[config.mk]
export PLATFORM = sky130hd
export DESIGN_NAME = hpdcache_demux_buf
export DESIGN_NICKNAME = d
export VERILOG_FILES = /design/src/rtl/hpdcache_demux_buf.sv
export SDC_FILE = /design/constraint.sdc
export NUM_CORES = 1
export LEC_CHECK = 0
export ABC_AREA = 0
export ABC_CLOCK_PERIOD_IN_PS = 3400
export CAP_MARGIN = 20
export CORE_ASPECT_RATIO = 0.7
export CORE_MARGIN = 4
export CORE_UTILIZATION = 35
export CTS_CLUSTER_DIAMETER = 120
export DETAILED_ROUTE_END_ITERATION = 6
export MAX_ROUTING_LAYER = met4
export PLACE_DENSITY = 0.8
export SLEW_MARGIN = 20
export SYNTH_ARGS = -nofsm -noshare
export SYNTH_HDL_FRONTEND = slang
export SYNTH_SLANG_ARGS = --single-unit
[constraint.sdc]
create_clock -name clk_i -period 3.4 [get_ports clk_i]
set_input_delay 0.68 -clock clk_i [delete_from_list [all_inputs] [get_ports clk_i]]
set_output_delay 0.68 -clock clk_i [all_outputs]
set_load 0.02 [all_outputs]
[src/rtl/hpdcache_demux_buf.sv]
// hpdcache_demux_buf: steers one valid/ready request stream to one of NOUTPUT consumers
// through a registered output stage. Define HPDCACHE_DEMUX_SKID_EN to add a skid entry.
module hpdcache_demux_buf #(
   parameter int unsigned NOUTPUT     = 2,
   parameter int unsigned DATA_WIDTH  = 32,
   parameter int unsigned ONE_HOT_SEL = 0,
   localparam int unsigned IDX_WIDTH  = $clog2(NOUTPUT),
   localparam int unsigned SEL_WIDTH  = (ONE_HOT_SEL != 0) ? NOUTPUT : IDX_WIDTH
) (
   input  logic                  clk_i,
   input  logic                  rst_ni,
   input  logic                  valid_i,
   output logic                  ready_o,
   input  logic [SEL_WIDTH-1:0]  sel_i,
   input  logic [DATA_WIDTH-1:0] data_i,
   output logic [NOUTPUT-1:0]    valid_o,
   input  logic [NOUTPUT-1:0]    ready_i,
   output logic [DATA_WIDTH-1:0] data_o,
   output logic                  err_o
);

   logic                  in_legal;
   logic [IDX_WIDTH-1:0]  in_idx;
   logic                  accept;
   logic                  drain;

   logic                  main_valid_q;
   logic [IDX_WIDTH-1:0]  main_idx_q;
   logic [DATA_WIDTH-1:0] main_data_q;
   logic                  err_q;

`ifdef HPDCACHE_DEMUX_SKID_EN
   logic                  skid_valid_q;
   logic [IDX_WIDTH-1:0]  skid_idx_q;
   logic [DATA_WIDTH-1:0] skid_data_q;
`endif

   // Select decode: produce a port index plus a legality flag for either encoding
   generate
      if (ONE_HOT_SEL != 0) begin : g_onehot
         always_comb begin
            in_idx = '0;
            for (int k = 0; k < NOUTPUT; k++) begin
               if (sel_i[k]) begin
                  in_idx = IDX_WIDTH'(k);
               end
            end
         end
         assign in_legal = $onehot(sel_i);
      end else begin : g_binary
         assign in_idx = sel_i;
         if ((1 << IDX_WIDTH) == NOUTPUT) begin : g_full
            assign in_legal = 1'b1;
         end else begin : g_partial
            assign in_legal = (32'(sel_i) < 32'(NOUTPUT));
         end
      end
   endgenerate

   always_comb begin
      valid_o = '0;
      for (int k = 0; k < NOUTPUT; k++) begin
         valid_o[k] = main_valid_q && (main_idx_q == IDX_WIDTH'(k));
      end
   end

   // Only the port currently presented can drain the main stage
   assign drain   = |(valid_o & ready_i);
   assign data_o  = main_data_q;
   assign err_o   = err_q;

`ifdef HPDCACHE_DEMUX_SKID_EN
   assign ready_o = !skid_valid_q;
`else
   assign ready_o = !main_valid_q || drain;
`endif

   assign accept  = valid_i && ready_o;

   always_ff @(posedge clk_i or negedge rst_ni) begin
      if (!rst_ni) begin
         main_valid_q <= 1'b0;
         main_idx_q   <= '0;
         main_data_q  <= '0;
         err_q        <= 1'b0;
`ifdef HPDCACHE_DEMUX_SKID_EN
         skid_valid_q <= 1'b0;
         skid_idx_q   <= '0;
         skid_data_q  <= '0;
`endif
      end else begin
         err_q <= accept && !in_legal;
`ifdef HPDCACHE_DEMUX_SKID_EN
         // A full skid blocks input; it refills main the moment main drains
         if (skid_valid_q) begin
            if (drain) begin
               main_idx_q   <= skid_idx_q;
               main_data_q  <= skid_data_q;
               skid_valid_q <= 1'b0;
            end
         end else if (accept && in_legal) begin
            if (!main_valid_q || drain) begin
               main_valid_q <= 1'b1;
               main_idx_q   <= in_idx;
               main_data_q  <= data_i;
            end else begin
               skid_valid_q <= 1'b1;
               skid_idx_q   <= in_idx;
               skid_data_q  <= data_i;
            end
         end else if (drain) begin
            main_valid_q <= 1'b0;
         end
`else
         if (accept && in_legal) begin
            main_valid_q <= 1'b1;
            main_idx_q   <= in_idx;
            main_data_q  <= data_i;
         end else if (drain) begin
            main_valid_q <= 1'b0;
         end
`endif
      end
   end

endmodule

Yosys cells after proc, flatten, opt, wreduce, memory -nomap -nowiden
Index checks and enable logic that the tools add are counted.
{ "totals": {"ff_bits": 34, "output_inout_bits": 36, "elab_cells": 14} }
{ "classes": {"n_mux": 2, "n_bitwise": 2, "reduce_logical": 7} }
{ "op_table": {"columns": ["operator", "n"], "rows": [
  ["logical AND 1 bit", 3],
  ["AND 2 bit", 1],
  ["two-way mux 1 bit", 2],
  ["nonzero test 2 bit", 1],
  ["OR reduction 2 bit", 1],
  ["zero test 1 bit", 1],
  ["logical OR 1 bit", 1],
  ["inverter 1 bit", 1]
]} }

Longest topological paths before layout
{ "depth": {"ltp_word": 7, "ltp_mapped": 4, "mapped_depth_nobuf": 3} }

Least setup slack after synthesis
No wires, ideal clock.
{ "synth_path": {"path_kind": "input -> output", "start": "in ready_i[1]", "end": "out ready_o", "arrival_time_ps": 1061, "slack_ps": 1659, "stages": 2, "n_path_buf": 0, "path_cell_list": "mux2i_1 > nand2_1"} }
{ "synth_between": {"elab_chain_cells": 3} }
{ "synth_lines": {"columns": ["item", "line_no", "source"], "rows": [
  ["start, declared", "17", "input logic [NOUTPUT-1:0] ready_i,"],
  ["AND 2 bit", "68", "assign drain = |(valid_o & ready_i);"],
  ["OR reduction 2 bit", "68", null],
  ["logical OR 1 bit", "75", "assign ready_o = !main_valid_q || drain;"],
  ["end, declared", "13", "output logic ready_o,"]
]} }
Every way passes these cells.

Final worst setup path
Ends and elaborated chain as after synthesis.

==> results.toml <==
[status]
run_status = "finished clean"

[critical_path]
r2r_start = "main_idx_q"
cp.arrival_ns = 2.12
crit_path_end_kind = "output port"
worstReg2RegEnd = "data_o[14]"
setup.worst_path.class = "in -> out"
cp_data_required_time_ns = 2.72
worst-path-max-fanout = 2
worstRegToRegCells = 4
reg2reg_slack_ns = 1.72
cp-start-kind = "input pin"

[routing]
dr.pass1.iters = 2
drt-total-wl_mm = 2.95
wl_per_cell_um = 14.1
drc_errors = 0
vias_per_cell = 4.47
drtIter0Drc = 19
ant_nets = 0
vias = 935

[worst_hold_path]
hold_path_end = "data_o[13]"
worstHoldPathType = "reg -> reg"
min_from = "data_o[13]"
holdPathStages = 1

[layout]
antenna_cells = 0
layout.cells.non_filler = 209
layout.nets = 197
fin_area_um2 = 2170
drive_above_1_share = 0.277
fill_cells = 278
syn2layout_area_growth_pct = 63.3

[floorplanning]
core_um2 = 3580
die_w_um = 81.7
die_area_um2 = 4870
io_pins = 74
die_y_um = 59.6
fp-row-count = 18
start_util = 0.372

[clocking]
cts_tree = "done"
clock-root-buffer = "clkbuf_8"
cts.sinks = 34
cts.clk_slew.worst_paths_ns = 0.06
htreeDepth = 2
cts_resized = 0
hold_buffers = 0
postCtsSetupBuffers = 0
clk_latency_ns = 0.27
numCtsBuffers = 5
clockBufferDepth = 2

[sta]
tns_ns = 0
fmax_mhz = 358
slew_violations = 0
skew_ns = 0.00542
fin_crit_ns = 2.80
finalSetupViolations = 0
final-hold-violation-count = 0
finalCritPeriodShare = 0.822
rsz0062_at_grt = "no"

[global_routing]
grt_antenna_before_repair = 0
grt_max_degree = 35
first_global_vias = 927
gr-usage-all-layers = 0.132
grt_pass1_wl_mm = 4.52
grt_overflow = 0

[logic_synthesis]
synth_fp_nets = 120
netlist-cell-type-count = 15
synth_area_um2 = 1330
syn_avg_cell_area_um2 = 16.2
syn_inst = 82
ys_seq_area_frac = 0.639
synth_warnings = 0
synth.ff_latch_count = 34

[placement]
placed_area_um2 = 2100
placedCellCount = 202
gp_congestion = 0.719
io_buffers = 72
post-dp-hpwl_mm = 2.27

[power]
ir_drop_mv = 0.269
power_density_nw_per_um2 = 566
power.total_w = 0.00123
cellLeakagePower_nw = 0.900

[run]
max_cap_violations = 0
==> worst max-delay path, cell delays in order <==
cell             delay (ns)
clkdlybuf4s50_1        0.43
mux2i_1                0.32
nand2_1                0.13
clkdlybuf4s50_1        0.56
==> where the power goes <==
part           total [W]  switching (W)  internal [W]
logic           0.000439       0.000191      0.000249
clock network   0.000265       0.000128      0.000137
registers       0.000526      0.0000422      0.000484
total            0.00123       0.000361      0.000870
==> registers in the layout, summed over array words and instances (netlist names) <==
signal        cells
main_idx_q        1
data_o           32
main_valid_q      1
==> synth_stat cells <==
cell type | count | area share
nor2_1 | 1 | 0.0028
dfrtp_1 | 34 | 0.64
o21ai_0 | 1 | 0.0038
and2_2 | 1 | 0.0056
inv_1 | 1 | 0.0028
nand2_1 | 1 | 0.0028
buf_6 | 3 | 0.025
conb_1 | 1 | 0.0028
buf_4 | 1 | 0.0056
a22o_1 | 1 | 0.0066
mux2_2 | 32 | 0.27
nand2b_1 | 2 | 0.0094
a21o_2 | 1 | 0.0066
mux2i_1 | 1 | 0.0075
a21boi_2 | 1 | 0.0085
==> routing by layer <==
layer  vias up  global-route usage  part of all wire
li1        433                   -                 -
met1       458               0.151              0.40
met2        39               0.210              0.49
met3         5              0.0486             0.097
met4         0              0.0569            0.0098
met5         -                   -                 0
==> layout make-up <==
class | count | area [µm²] | share of cell area
multi-input combinational | 43 | 443 | 0.204
clock buffer | 5 | 68.8 | 0.0316
tap | 50 | 62.6 | 0.0288
clock inverter | 2 | 10.0 | 0.00460
timing repair buffer | 74 | 736 | 0.338
sequential | 34 | 851 | 0.391
inverter | 1 | 3.75 | 0.00173
==> how the worst max path moves through the flow <==
| stage | slack (ns) | depth (start not counted) | startpoint | to |
|---|---|---|---|---|
| CTS | 0.59 | 4 | ready_i[1] | ready_o |
| global route | 0.53 | 4 | ready_i[1] | ready_o |
| finish | 0.60 | 4 | ready_i[1] | ready_o |
| global placement | 0.68 | 4 | ready_i[1] | ready_o |
| detailed placement | 0.60 | 4 | ready_i[1] | ready_o |
| floorplan | 1.66 | 2 | ready_i[1] | ready_o |
==> through the flow <==
stage	worst slack [ns]	utilization	hold WS (ns)
floorplan	1.66	-	0.384
global placement	0.685	0.585	0.487
detailed placement	0.605	0.585	0.495
CTS	0.592	0.607	0.511
global route	0.529	0.607	0.519
finish	0.604	0.607	0.506
==> cells by family (layout without fill, tap and decap cells) <==
kind of cell / Yosys count / count (layout) / synth area share
AO/OA/AOI/OAI: 4 / 4 / 0.0254
buffers and inverters: 5 / 82 / 0.0338
flip-flops: 34 / 34 / 0.639
multiplexers: 33 / 33 / 0.278
other: 1 / 1 / 0.00282
AND/OR/NAND/NOR: 5 / 5 / 0.0207
==> layout by cell type, fill, tap and decap left out <==
cell type,netlist,layout
nor2_1,1,1
clkdlybuf4s50_1,0,72
clkinv_2,0,2
dfrtp_1,34,34
buf_4,1,2
a22o_1,1,1
clkbuf_8,0,5
nand2_1,1,1
conb_1,1,1
and2_2,1,1
nand2b_1,2,2
mux2_2,32,32
a21boi_4,0,1
inv_1,1,1
a21o_2,1,1
o21ai_0,1,1
mux2i_1,1,1
No activity file was read; power rests on OpenSTA's default activity.
